`config.mk`:
```
export PLATFORM = sky130hd
export DESIGN_NAME = sum_bcd_display_flat
export DESIGN_NICKNAME = d
export VERILOG_FILES = /design/src/rtl/sum_bcd_display_if.sv /design/src/rtl/sum_bcd_display.sv /design/src/flat_wrapper.sv
export SDC_FILE = /design/constraint.sdc
export NUM_CORES = 1
export LEC_CHECK = 0
export BUFFER_PORTS_ARGS = -buffer_cell sky130_fd_sc_hd__buf_2
export CORE_ASPECT_RATIO = 1.2
export CORE_MARGIN = 3
export CORE_UTILIZATION = 45
export DETAILED_ROUTE_END_ITERATION = 12
export PLACE_DENSITY = 0.63
export RECOVER_POWER = 25
export SLEW_MARGIN = 0
export SYNTH_ARGS = -nofsm -noshare
export SYNTH_HDL_FRONTEND = slang
export SYNTH_SLANG_ARGS = --single-unit
```
`constraint.sdc`:
```
create_clock -name clk -period 1.8 [get_ports clk]
set_input_delay 0.18 -clock clk [delete_from_list [all_inputs] [get_ports clk]]
set_output_delay 0.18 -clock clk [all_outputs]
set_load 0.05 [all_outputs]
```
`src/rtl/sum_bcd_display_if.sv`:
```
// Adder-result display bus: value/strobe in, BCD digits and scanned 7-segment drive out.
// The display stage takes the slave side; the adder or bench takes the master side.
interface sum_bcd_display_if;
  logic       load;
  logic       co;
  logic [3:0] zi;
  logic       busy;
  logic [1:0] tens;
  logic [3:0] units;
  logic [6:0] sseg;
  logic [1:0] an;

  modport master (
    output load, co, zi,
    input  busy, tens, units, sseg, an
  );

  modport slave (
    input  load, co, zi,
    output busy, tens, units, sseg, an
  );
endinterface

```
`src/rtl/sum_bcd_display.sv`:
```
// Converts {co,zi} to two BCD digits by double-dabble and scans them onto a 2-digit 7-seg display.
// Latency: result 6 cycles after the load edge; no backpressure, load is dropped while busy.
module sum_bcd_display #(
  parameter int SCAN_DIV     = 50000,
  parameter bit COMMON_ANODE = 1'b1
) (
  input logic             clk,
  input logic             rst,
  sum_bcd_display_if.slave bus
);

  typedef enum logic [1:0] {IDLE, SHIFT, LATCH} state_t;

  localparam int             CW        = $clog2(SCAN_DIV);
  localparam logic [CW-1:0]  SCAN_LAST = CW'(SCAN_DIV - 1);

  state_t        state_q, state_d;
  logic [4:0]    bin_q, bin_d;
  logic [5:0]    bcd_q, bcd_d;
  logic [2:0]    cnt_q, cnt_d;
  logic          busy_q, busy_d;
  logic [1:0]    tens_q, tens_d;
  logic [3:0]    units_q, units_d;
  logic [CW-1:0] scan_cnt_q, scan_cnt_d;
  logic          sel_q, sel_d;

  logic [3:0]    units_adj;
  logic [10:0]   shifted;
  logic [6:0]    seg_al;
  logic [1:0]    an_al;

  function automatic logic [6:0] seg7(input logic [3:0] d);
    case (d)
      4'd0:    seg7 = 7'b1000000;
      4'd1:    seg7 = 7'b1111001;
      4'd2:    seg7 = 7'b0100100;
      4'd3:    seg7 = 7'b0110000;
      4'd4:    seg7 = 7'b0011001;
      4'd5:    seg7 = 7'b0010010;
      4'd6:    seg7 = 7'b0000010;
      4'd7:    seg7 = 7'b1111000;
      4'd8:    seg7 = 7'b0000000;
      4'd9:    seg7 = 7'b0010000;
      default: seg7 = 7'b1111111;
    endcase
  endfunction

  always_comb begin
    state_d    = state_q;
    bin_d      = bin_q;
    bcd_d      = bcd_q;
    cnt_d      = cnt_q;
    busy_d     = busy_q;
    tens_d     = tens_q;
    units_d    = units_q;
    units_adj  = (bcd_q[3:0] >= 4'd5) ? bcd_q[3:0] + 4'd3 : bcd_q[3:0];
    shifted    = {bcd_q[5:4], units_adj, bin_q};

    case (state_q)
      IDLE: begin
        if (bus.load) begin
          bin_d   = {bus.co, bus.zi};
          bcd_d   = '0;
          cnt_d   = '0;
          busy_d  = 1'b1;
          state_d = SHIFT;
        end
      end
      SHIFT: begin
        // Tens never reaches 5 for inputs up to 31, so only units is adjusted.
        {bcd_d, bin_d} = {shifted[9:0], 1'b0};
        cnt_d          = cnt_q + 3'd1;
        if (cnt_q == 3'd4) state_d = LATCH;
      end
      LATCH: begin
        tens_d  = bcd_q[5:4];
        units_d = bcd_q[3:0];
        busy_d  = 1'b0;
        state_d = IDLE;
      end
      default: begin
        busy_d  = 1'b0;
        state_d = IDLE;
      end
    endcase
  end

  always_comb begin
    scan_cnt_d = scan_cnt_q + CW'(1);
    sel_d      = sel_q;
    if (scan_cnt_q == SCAN_LAST) begin
      scan_cnt_d = '0;
      sel_d      = ~sel_q;
    end
  end

  always_ff @(posedge clk or posedge rst) begin
    if (rst) begin
      state_q    <= IDLE;
      bin_q      <= '0;
      bcd_q      <= '0;
      cnt_q      <= '0;
      busy_q     <= 1'b0;
      tens_q     <= '0;
      units_q    <= '0;
      scan_cnt_q <= '0;
      sel_q      <= 1'b0;
    end else begin
      state_q    <= state_d;
      bin_q      <= bin_d;
      bcd_q      <= bcd_d;
      cnt_q      <= cnt_d;
      busy_q     <= busy_d;
      tens_q     <= tens_d;
      units_q    <= units_d;
      scan_cnt_q <= scan_cnt_d;
      sel_q      <= sel_d;
    end
  end

  // A zero tens digit is blanked but its slot is still enabled in the scan.
  always_comb begin
    if (sel_q) begin
      seg_al = (tens_q == 2'd0) ? 7'b1111111 : seg7({2'b00, tens_q});
      an_al  = 2'b01;
    end else begin
      seg_al = seg7(units_q);
      an_al  = 2'b10;
    end
  end

  assign bus.sseg  = COMMON_ANODE ? seg_al : ~seg_al;
  assign bus.an    = COMMON_ANODE ? an_al  : ~an_al;
  assign bus.busy  = busy_q;
  assign bus.tens  = tens_q;
  assign bus.units = units_q;

endmodule
```
`src/flat_wrapper.sv`:
```
// flat-port wrapper written by rule: the top's interface ports become plain ports
module sum_bcd_display_flat 
#(
  parameter int SCAN_DIV     = 50000,
  parameter bit COMMON_ANODE = 1'b1
)
  (clk, rst, bus_load, bus_co, bus_zi, bus_busy, bus_tens, bus_units, bus_sseg, bus_an);
  sum_bcd_display_if bus_i ();
  input logic clk;
  input logic rst;
  input wire logic [$bits(bus_i.load)-1:0] bus_load;
  input wire logic [$bits(bus_i.co)-1:0] bus_co;
  input wire logic [$bits(bus_i.zi)-1:0] bus_zi;
  output wire logic [$bits(bus_i.busy)-1:0] bus_busy;
  output wire logic [$bits(bus_i.tens)-1:0] bus_tens;
  output wire logic [$bits(bus_i.units)-1:0] bus_units;
  output wire logic [$bits(bus_i.sseg)-1:0] bus_sseg;
  output wire logic [$bits(bus_i.an)-1:0] bus_an;
  assign bus_i.load = bus_load;
  assign bus_i.co = bus_co;
  assign bus_i.zi = bus_zi;
  assign bus_busy = bus_i.busy;
  assign bus_tens = bus_i.tens;
  assign bus_units = bus_i.units;
  assign bus_sseg = bus_i.sseg;
  assign bus_an = bus_i.an;
  sum_bcd_display #(.SCAN_DIV(SCAN_DIV), .COMMON_ANODE(COMMON_ANODE)) u_core (.clk(clk), .rst(rst), .bus(bus_i));
endmodule
```
**Word-level counts from Yosys, hierarchy flattened**

Memories as Yosys holds them, arrays and structs flattened.
Index checks and enable logic that the tools add are counted.

- Bits in registers: 40
- Bits in read-only memories: 112
- Logic and storage cells: 48
- Memories: 1

Memories:

| memory | depth | bits a word | read ports | clocked after memory_dff | write ports | RTL line | text |
|---|---|---|---|---|---|---|---|
| (name not given) | 16 | 7 | 1 | 0 | 0 | sum_bcd_display.sv:33 | `case (d)` |

- Add/sub/neg operators: 3
- Order comparisons: 1
- Eq/ne operators: 9
- Muxes and demuxes: 17
- Bitwise logic cells: 2
- Reduce and logical (&&, ||, !) cells: 6

Operator list:

| cell | count |
|---|---|
| one-hot mux 7 bit (3 select lines) | 1 |
| adder 16 x 1 -> 16 bit, second input constant | 1 |
| == test 16 bit, second input constant | 1 |
| two-way mux 16 bit | 1 |
| two-way mux 7 bit | 2 |
| one-hot mux 6 bit (2 select lines) | 1 |
| one-hot mux 5 bit (2 select lines) | 1 |
| == test 2 bit, second input constant | 3 |
| two-way mux 2 bit | 3 |
| two-way mux 6 bit | 1 |
| one-hot mux 3 bit (2 select lines) | 1 |
| AND reduction 2 bit | 3 |
| two-way mux 5 bit | 1 |
| adder 4 x 2 -> 4 bit, second input constant | 1 |
| == test 2 x 1 -> 1 bit, second input constant | 2 |
| greater-or-equal comparator 4 x 3 -> 1 bit, second input constant | 1 |
| zero test 2 bit | 2 |
| two-way mux 4 bit | 1 |
| one-hot mux 2 bit (2 select lines) | 1 |
| adder 3 x 1 -> 3 bit, second input constant | 1 |
| == test 3 bit, second input constant | 1 |
| two-way mux 3 bit | 1 |
| inequality test 2 x 1 -> 1 bit, second input constant | 1 |
| inequality test 2 bit, second input constant | 1 |
| 4 further kinds | 5 |

**Logic depth before layout (Yosys ltp)**

Gate-level depths: netlist (run 1).

- Depth in word-level cells: 4
- Gate-level depth with buffers: 6
- Mapped depth without buffers: 6

**Least setup slack after synthesis (run 1)**

OpenSTA, ideal clock, no wires.

- Path kind: reg-to-output
- Start point: register u_core.units_q[1] (netlist: u_core.bus.units[1])
- End point: output port bus_sseg[3]
- Arrival time: 2251 ps
- Slack: -631 ps
- Stages on the path, launching flop included: 7
- Buffers on the path: 0
- Cell sequence: dfrtp_1 -> inv_1 -> ha_1 -> nand2b_1 -> a21oi_1 -> nor2_1 -> a21oi_1

- Cells in the longest elaborated chain, start to end: 2

Ends and longest elaborated chain:

| item | RTL line | text |
|---|---|---|
| start: declaration | sum_bcd_display.sv:23 | `logic [3:0] units_q, units_d;` |
| start signal: assignment | sum_bcd_display.sv:115 | `units_q <= units_d;` |
| memory read (16 x 7 bit) | -- |  |
| two-way mux 7 bit | sum_bcd_display.sv:123 | `if (sel_q) begin` |
| end: declaration | flat_wrapper.sv:17 | `output wire logic [$bits(bus_i.sseg)-1:0] bus_sseg;` |

No other way between the ends.

**Worst setup path in the final report (run 1)**

- Start point: register u_core.units_q[0] (netlist: u_core.bus.units[0])
- End point: output port bus_sseg[3]

Same word-level chain as after synthesis.

==> results of run 1 <==
-- flip-flops by register name, summed over array words and instances, names as in the netlist --
register and flops:
u_core.cnt_q 3, u_core.bin_q 5, u_core.scan_cnt_q 16, u_core.state_q 2, u_core.sel_q 1, u_core.bcd_q 6
u_core.bus.busy 1, u_core.bus.units 4, u_core.bus.tens 2
-- Yosys cell counts, types with 2 or more instances --
master,number
a211oi_1,2
a21oi_1,13
a22o_1,7
a31oi_1,2
and4bb_1,2
buf_4,2
clkbuf_1,6
dfrtp_1,40
ha_1,10
inv_1,13
mux2_1,2
mux2_2,3
mux2i_1,2
nand2_1,18
nand2b_1,7
nand3_1,4
nand3_2,2
nand4_1,3
nor2_1,23
nor2b_1,2
nor3b_1,4
o21ai_0,13
o21ai_1,4
o21bai_1,2
xnor2_1,7
xor2_1,7
-- power breakdown --
part	switching (mW)	total, mW	internal (mW)
Sequential	0.278	1.39	1.11
Clock	0.327	0.744	0.417
Combinational	1.45	2.45	1.00
-- worst max-delay path, stage by stage (launching register included) --
cell and delay (ps):
dfrtp_2 450, inv_4 80, ha_4 200, nand2b_4 140, a21oi_2 150, nor2_2 60
a21oi_4 110, buf_6 170
-- metal layers --
metal	GRT usage [%]	up-vias	share of wire (%)
met1	21.5	749	46
li1	-	798	-
met3	4.56	6	3.4
met5	0	-	0
met2	27.1	27	50
met4	4.77	0	1.3
-- layout make-up --
type / instances / area (µm²)
Tap cell: 56 / 70.1
Inverter: 13 / 53.8
Timing Repair Buffer: 36 / 254
Fill cell: 383 / 1730
Clock buffer: 5 / 68.8
Sequential cell: 40 / 1010
Multi-Input combinational cell: 152 / 1160
Clock inverter: 3 / 47.5
-- cell families after synthesis --
family                     count (synthesis)  synth area share [%]
DFF                                       40                  47.6
AOI/OAI and AO/OA                         46                  13.2
adders and majority gates                 10                  5.96
and+or+nand+nor                           75                  19.7
muxes                                      7                  3.63
buffers and inverters                     21                  4.11
xor gates and xnor gates                  14                  5.84
-- worst paths after layout --
check | end | cells after the start
worst max-delay path | bus_sseg[3] | 7
max in group asynchronous | u_core.bus.units[1] | 3
min in group clk | u_core.bin_q[4] | 3
worst min-delay path | u_core.bin_q[0] | 3
worst min register to register | u_core.scan_cnt_q[11] | 1
worst max register to register | u_core.bcd_q[2] | 2
-- through the flow --
stage,total power [mW],setup slack (ps)
after floorplan,2.90,-50.9
after global placement,3.34,125
after detailed placement,3.35,101
after CTS,4.37,-49.5
after global routing,4.91,-99.5
final,4.58,-14.7
-- what timing repair did --
item / CTS / global route
setup endpoints to repair: 6 / 7
pin swaps: 5 / 4
gates cloned: 0 / 0
gates resized for setup: 19 / 18
buffers inserted: 2 / 6
==> impl_metrics.py, run 1 <==
metrics = {
    "logic_synthesis": {
        "synth-async-reset-ratio_pct": 100,
        "ys.flop_type": "dfrtp_1",
        "netlist_area_um2": 2100,
        "ys_seq_area_share_pct": 47.6,
        "synth-edff-count": 0,
        "synth_area_leaders": "dfrtp_1 48%, ha_1 6.0%, nor2_1 4.1%",
        "synth.ff_latch_count": 40,
        "syn_inst": 213,
        "yosysWarningCount": 0,
        "yosysTopAreaCell": "dfrtp_1",
        "syn_area_per_cell_um2": 9.86,
        "yosysUniqueCellTypes": 39,
        "synth_top_area_share_pct": 47.6,
        "synthesis.nets": 231,
    },
    "clocking": {
        "cts_tree": "done",
        "cts_buffer_depth": 2,
        "clk_pin_slew_ps": 80,
        "clock-root-buffer": "clkbuf_8",
        "cts_buffers": 5,
        "h-tree-depth": 2,
        "clock_sinks": 40,
        "hold_buffers": 0,
        "clkLatencyLatePin_ps": 290,
    },
    "status": {
        "outcome": "finished with violations",
        "violations": "setup timing",
    },
    "flow_run": {
        "maxCapViolations": 0,
    },
    "sta": {
        "timing.fmax_mhz": 551,
        "fin_crit_sh_pct": 101,
        "tightest_slew_ps": 1000,
        "fin_crit_ps": 1810,
        "drv_slew": 0,
        "skew_ps": 7.48,
        "report.final.hold_viol_count": 0,
        "setup_viol": 1,
        "slew_headroom_pct": 32.9,
        "whs_ps": 159,
        "rsz0062_at_grt": "true",
        "setup_ws_ps": -14.7,
        "finalSetupTns_ps": -14.7,
    },
    "final_layout": {
        "final_cell_area_um2": 2660,
        "mostFrequentLayoutCell": "dfrtp_1",
        "final_util_pct": 60.6,
        "final_nets": 266,
        "final_cell_mix": "36 x dfrtp_1, 20 x nor2_1, 17 x nand2_1, 16 x buf_2, 12 x buf_4",
        "instances_no_fill": 305,
        "antennaDiodeCount": 0,
        "syn_to_final_growth_pct": 26.7,
        "drive_gt1_share_pct": 32.1,
    },
    "drt": {
        "ant_nets": 0,
        "wl_per_cell_um": 13.0,
        "drt_first_iter_violations": 41,
        "vias": 1580,
        "via_per_inst": 5.18,
        "drc": 0,
        "routed_wl_um": 3980,
        "firstDrtPassIters": 4,
    },
    "worst_setup_path": {
        "cp_data_arrival_time_ps": 1630,
        "worstReg2RegStart": "u_core.state_q[0]",
        "start_kind": "register",
        "worst-path-max-fanout": 3,
        "r2r_setup_slack_ps": 200,
        "startpoint": "u_core.bus.units[0]",
        "cp_data_required_time_ps": 1620,
        "cp-end-kind": "output port",
        "crit_type": "reg -> out",
    },
    "place": {
        "gp_congestion": 0.773,
        "io_buffers": 23,
        "dp_cells": 289,
        "placed_cell_area_um2": 2350,
        "dp_hpwl_um": 2630,
    },
    "global_routing": {
        "grt_remaining_overflow": 0,
        "grt_first_pass_wirelength_um": 6940,
        "grt_pass1_vias": 1458,
        "grt_max_degree": 41,
        "track_usage_pct": 16.6,
        "antenna_found_initial": 0,
    },
    "die": {
        "core_area_um2": 4390,
        "die_w_um": 68.4,
        "dieArea_um2": 5530,
        "die_h_um": 80.8,
        "io_pins": 24,
        "start_util_pct": 47.8,
        "rows": 26,
    },
    "power_and_ir_drop": {
        "ir_drop_v": 0.000962,
        "p_leak_nw": 1.25,
        "power_density_nw_per_um2": 1720,
    },
    "min_path": {
        "hp-class": "in -> async",
    },
}
Note: power is estimated with default switching activity, not from simulation.
==> run 2: changes to the inputs <==
--- a/config.mk
+++ b/config.mk
@@ -8,9 +8,10 @@
 export BUFFER_PORTS_ARGS = -buffer_cell sky130_fd_sc_hd__buf_2
 export CORE_ASPECT_RATIO = 1.2
 export CORE_MARGIN = 3
-export CORE_UTILIZATION = 45
+export CORE_UTILIZATION = 30
 export DETAILED_ROUTE_END_ITERATION = 12
-export PLACE_DENSITY = 0.63
+export HOLD_SLACK_MARGIN = 0.03
+export PLACE_DENSITY = 0.46
 export RECOVER_POWER = 25
 export SLEW_MARGIN = 0
 export SYNTH_ARGS = -nofsm -noshare
==> run 2 against run 1 <==
  * Global-route usage fell by 5.7 points
  * The run still ends with setup timing left
  * Final area fell by 0.28%
  * Core utilization is 20 points lower
  * Via count decreased by 1.7%
==> impl_metrics.py, run 2 (synthesis gave the netlist of run 1 again) <==
metrics = {
    "final_layout": {
        "largest_reg_flops": 16,
        "final_nets": 263,
        "mostFrequentLayoutCell": "dfrtp_1",
        "antennaDiodeCount": 0,
        "fill_cells": 684,
        "top_register": "u_core.scan_cnt_q",
        "reg.largest.list": "u_core.scan_cnt_q x16, u_core.bcd_q x6, u_core.bin_q x5",
        "final_cell_mix": "36 x dfrtp_1, 21 x nor2_1, 18 x nand2_1, 18 x buf_2",
        "instances_no_fill": 331,
        "drive_gt1_share_pct": 29.3,
        "syn_to_final_growth_pct": 26.4,
        "final_util_pct": 40.2,
    },
    "drt": {
        "drt_first_iter_violations": 49,
        "via_per_inst": 4.69,
        "firstDrtPassIters": 4,
        "wl_per_cell_um": 12.4,
        "vias": 1553,
        "ant_nets": 0,
        "routed_wl_um": 4090,
        "drc": 0,
    },
    "die": {
        "start_util_pct": 31.8,
        "rows": 32,
        "io_pins": 24,
        "die_w_um": 82.4,
        "core_area_um2": 6610,
        "die_h_um": 97.7,
        "dieArea_um2": 8050,
    },
    "worst_setup_path": {
        "crit_end": "bus_sseg[3]",
        "startpoint": "u_core.bus.units[1]",
        "cp_data_arrival_time_ps": 1630,
        "r2r_setup_slack_ps": 120,
        "crit_type": "reg -> out",
        "worstReg2RegStart": "u_core.state_q[0]",
        "worst-path-max-fanout": 6,
        "cp-end-kind": "output port",
        "cp_data_required_time_ps": 1620,
        "rr_worst_depth": 3,
        "start_kind": "register",
        "r2r_end": "u_core.bus.tens[1]",
    },
    "status": {
        "outcome": "finished with violations",
        "violations": "setup timing",
    },
    "place": {
        "dp_cells": 320,
        "dp_hpwl_um": 2900,
        "gp_congestion": 0.698,
        "io_buffers": 23,
        "post-place-ws_ps": 96.3,
    },
    "global_routing": {
        "grt_remaining_overflow": 0,
        "track_usage_pct": 11.0,
        "grt_max_degree": 41,
        "grt_pass1_vias": 1472,
        "antenna_found_initial": 0,
        "grt_first_pass_wirelength_um": 6930,
    },
    "sta": {
        "drv_slew": 0,
        "setup_viol": 1,
        "setup_ws_ps": -14.0,
        "rsz0062_at_grt": "true",
        "fin_crit_ps": 1810,
        "timing.fmax_mhz": 551,
        "skew_ps": 9.77,
        "tightest_slew_ps": 1050,
        "fin_crit_sh_pct": 101,
        "report.final.hold_viol_count": 0,
        "slew_headroom_pct": 29.8,
    },
    "clocking": {
        "clkLatencyLatePin_ps": 290,
        "clock-root-buffer": "clkbuf_8",
        "h-tree-depth": 2,
        "clk_pin_slew_ps": 80,
        "cts_tree": "done",
        "clock_sinks": 40,
        "cts_buffer_depth": 2,
        "cts_buffers": 5,
    },
    "flow_run": {
        "maxCapViolations": 0,
    },
    "power_and_ir_drop": {
        "internal_power_mw": 2.44,
        "p_seq_share_pct": 30.8,
        "power.share.clock_pct": 16.9,
        "p_sw_share_pct": 44.9,
        "comb_power_share_pct": 52.3,
        "ir_drop_v": 0.000858,
        "power_density_nw_per_um2": 1670,
        "p_leak_nw": 1.23,
        "switchingPower_mw": 1.99,
    },
    "min_path": {
        "hp-class": "in -> reg",
        "worstHoldStart": "bus_co",
    },
}
run 2: how the worst min path moves through the flow:
stage | endpoint | depth (start not counted)
floorplan | u_core.bin_q[4] | 2
global placement | u_core.scan_cnt_q[8] | 3
detailed placement | u_core.scan_cnt_q[9] | 3
CTS | u_core.bin_q[4] | 3
global route | u_core.bin_q[4] | 3
finish | u_core.bin_q[4] | 3
run 2: timing repair:
action | CTS | global route
endpoints found under the hold margin | 35 | 0
gates resized for setup | 21 | 9
hold buffers | 1 | 0
buffers inserted | 2 | 0
endpoints found under the setup margin | 7 | 7
pin swaps | 5 | 4
run 2: final cells by class:
| class | count | area, µm² | share of cell area (%) |
|---|---|---|---|
| clock buffer | 5 | 68.8 | 2.59 |
| timing repair buffer | 33 | 225 | 8.48 |
| clock inverter | 3 | 47.5 | 1.79 |
| tap | 85 | 106 | 4.01 |
| sequential | 40 | 1010 | 37.9 |
| multi-input combinational | 152 | 1150 | 43.3 |
| inverter | 13 | 51.3 | 1.93 |
run 2: per-stage QoR:
step / setup TNS (ps) / power [mW] / hold WS (ps) / area (µm²)
finish: -14.0 / 4.43 / 186 / 2660
floorplan: -68.2 / 2.90 / 381 / 2170
detailed placement: 0 / 3.36 / 346 / 2410
global placement: 0 / 3.35 / 338 / 2410
global route: -592 / 4.75 / 216 / 2660
CTS: -98.1 / 4.38 / 179 / 2620
run 2: per-layer routing:
metal  track usage [%]  share of wire [%]
met4              3.84               0.73
met3              2.50                4.1
met1              14.6                 48
met5                 0                  0
met2              17.2                 47
run 2: power by group through the flow:
stage	clock network [mW]	logic [mW]	registers, mW
6_report	0.748	2.31	1.36
5_1_grt	0.820	2.53	1.41
4_1_cts	0.786	2.24	1.36
3_5_place_dp	0	2.00	1.36
3_3_place_gp	0	2.00	1.36
2_1_floorplan	0	1.42	1.48
run 2: critical path, cell delays in order (launching register included):
cell and delay, ps:
dfrtp_2 460, inv_4 90, ha_4 200, nand2b_4 130, a21oi_2 120, nor2_2 60, a21oi_4 120, buf_8 160
==> run 3: changes to the inputs <==
==> constraint.sdc (replaced) <==
create_clock -name clk -period 1.8 [get_ports clk]
set_input_delay 0.36 -clock clk [delete_from_list [all_inputs] [get_ports clk]]
set_output_delay 0.36 -clock clk [all_outputs]
set_load 0.05 [all_outputs]
==> run 3 against run 2 <==
  * Final cell count is 1.2% higher
  * Register-to-register slack improved by 80 ps
  * Global-route usage is 0.19 points higher
  * Largest cell class unchanged
  * Worst hold slack better by 27 ps
  * The run still ends with setup timing left
  * Clock power down 18%
  * Die area unchanged
  * Largest power group unchanged
  * Clock skew shrank 1.2 ps
==> impl_metrics.py, run 3 (synthesis gave the netlist of run 1 again) <==
metrics = {
    "worst_setup_path": {
        "crit_type": "reg -> out",
        "start_kind": "register",
        "cp_data_arrival_time_ps": 1610,
        "cp_data_required_time_ps": 1440,
        "cp_cell_sequence": "inv_4, ha_4, nand2b_4, a21oi_2, nor2_2, a21oi_4, buf_6",
        "worst-path-max-fanout": 5,
        "cp-end-kind": "output port",
        "startpoint": "u_core.bus.units[1]",
        "worstReg2RegStart": "u_core.scan_cnt_q[0]",
        "cp_slowest_cell": "dfrtp_2",
        "cp_slowest_stage_delay_ps": 450,
    },
    "final_layout": {
        "drive_gt1_share_pct": 32.8,
        "fill_cells": 685,
        "instances_no_fill": 335,
        "multi_input_area_um2": 1160,
        "antennaDiodeCount": 0,
        "final_cell_mix": "35 x dfrtp_1, 19 x nor2_1, 17 x nand2_1, 15 x buf_2, 14 x buf_4",
        "seq_area_um2": 1010,
        "top_register": "u_core.scan_cnt_q",
        "largest_reg_flops": 16,
        "syn_to_final_growth_pct": 27.5,
        "mostFrequentLayoutCell": "dfrtp_1",
        "reg.largest.list": "u_core.scan_cnt_q x16, u_core.bcd_q x6, u_core.bin_q x5",
        "final_util_pct": 40.5,
        "final_nets": 267,
    },
    "power_and_ir_drop": {
        "p_seq_share_pct": 30.7,
        "power_density_nw_per_um2": 1640,
        "power.share.clock_pct": 14.0,
        "comb_power_share_pct": 55.3,
        "ir_drop_v": 0.00128,
        "finalPower_mw": 4.40,
        "internal_power_mw": 2.41,
        "p_sw_share_pct": 45.2,
        "p_leak_nw": 1.25,
        "switchingPower_mw": 1.99,
    },
    "drt": {
        "via_per_inst": 4.74,
        "drc": 0,
        "routed_wl_um": 4170,
        "vias": 1588,
        "drt_first_iter_violations": 70,
        "wl_per_cell_um": 12.5,
        "firstDrtPassIters": 4,
        "ant_nets": 0,
    },
    "global_routing": {
        "grt_first_pass_wirelength_um": 7100,
        "track_usage_pct": 11.2,
        "grt_remaining_overflow": 0,
        "grt_pass1_vias": 1519,
        "antenna_found_initial": 0,
        "grt_max_degree": 30,
    },
    "sta": {
        "setup_ws_ps": -171,
        "skew_ps": 8.56,
        "drv_slew": 0,
        "fin_crit_sh_pct": 109,
        "slew_headroom_pct": 51.5,
        "tightest_slew_ps": 728,
        "timing.fmax_mhz": 507,
        "rsz0062_at_grt": "true",
        "report.final.hold_viol_count": 0,
        "fin_crit_ps": 1970,
        "setup_viol": 7,
    },
    "clocking": {
        "clkLatencyLatePin_ps": 290,
        "clock-root-buffer": "clkbuf_8",
        "cts_buffers": 5,
        "clk_pin_slew_ps": 80,
        "cts_tree": "done",
        "h-tree-depth": 2,
        "hold_buffers": 0,
        "cts_buffer_depth": 2,
        "clock_sinks": 40,
    },
    "place": {
        "dp_cells": 325,
        "io_buffers": 23,
        "dp_hpwl_um": 3030,
        "gp_congestion": 0.709,
    },
    "die": {
        "io_pins": 24,
        "die_w_um": 82.4,
        "die_h_um": 97.7,
        "dieArea_um2": 8050,
        "start_util_pct": 31.8,
        "rows": 32,
        "core_area_um2": 6610,
    },
    "min_path": {
        "hp-class": "in -> async",
    },
    "status": {
        "violations": "setup timing",
        "outcome": "finished with violations",
    },
    "flow_run": {
        "maxCapViolations": 0,
    },
}
## run 3: cell types whose count changed in the layout (fill, tap and decap cells not counted), sizes merged
cell,change
dlygate4sd3,-1
clkinvlp,+1
bufinv,-1
inv,-1
buf,+4
clkbuf,+2
## run 3: area by class of cell
| cell class | instances | share of cell area [%] |
|---|---|---|
| Multi-Input combinational cell | 152 | 43.4 |
| Sequential cell | 40 | 37.6 |
| Timing Repair Buffer | 37 | 9.44 |
| Tap cell | 85 | 3.97 |
| Clock buffer | 6 | 3.08 |
| Inverter | 13 | 2.15 |
| Clock inverter | 2 | 0.374 |
## run 3: power by group through the flow
stage,logic (mW),registers (mW),clock network (mW)
2_1_floorplan,1.52,1.50,0
3_3_place_gp,2.17,1.36,0
3_5_place_dp,2.17,1.36,0
4_1_cts,2.40,1.35,0.645
5_1_grt,2.66,1.39,0.687
6_report,2.43,1.35,0.616
## run 3: path summary, 6_finish.rpt
check                                        end  slack, ps  depth (start not counted)
setup / recovery                     bus_sseg[3]       -170                          7
hold / removal              u_core.scan_cnt_q[0]        210                          3
setup reg to reg           u_core.scan_cnt_q[14]        200                          5
hold reg to reg                  u_core.bin_q[4]        490                          2
max in group asynchronous    u_core.bus.units[0]       1010                          3
min in group clk                 u_core.bin_q[4]        360                          3
## run 3: timing repair
action | CTS | global route
cloned | 0 | 0
setup endpoints to repair | 7 | 7
endpoints found under the hold margin | 0 | 0
pin swaps | 1 | 5
gates resized for setup | 18 | 8
setup buffers | 1 | 1
## run 3: metal layers
layer	GRT usage, %	wire [µm]	vias to the layer above
met5	0	0	-
met4	3.07	34	0
met2	17.0	1870	28
met3	2.50	154	4
met1	15.7	2110	756
li1	-	-	800
## run 3: through the flow
| stage | setup WS (ps) | area [µm²] | hold slack (ps) | setup TNS, ps |
|---|---|---|---|---|
| global route | -258 | 2680 | 257 | -1600 |
| CTS | -195 | 2650 | 76.6 | -1040 |
| floorplan | -78.6 | 2230 | 450 | -291 |
| global placement | 21.9 | 2490 | 389 | 0 |
| detailed placement | 16.1 | 2490 | 397 | 0 |
| finish | -171 | 2680 | 213 | -917 |
## run 3: critical path, delay by kind of cell (launching register included)
family	cells	cell delay, ps
flops	1	450
simple gates	2	190
compound gates	2	240
buf+inv	2	250
fa+ha+maj	1	200
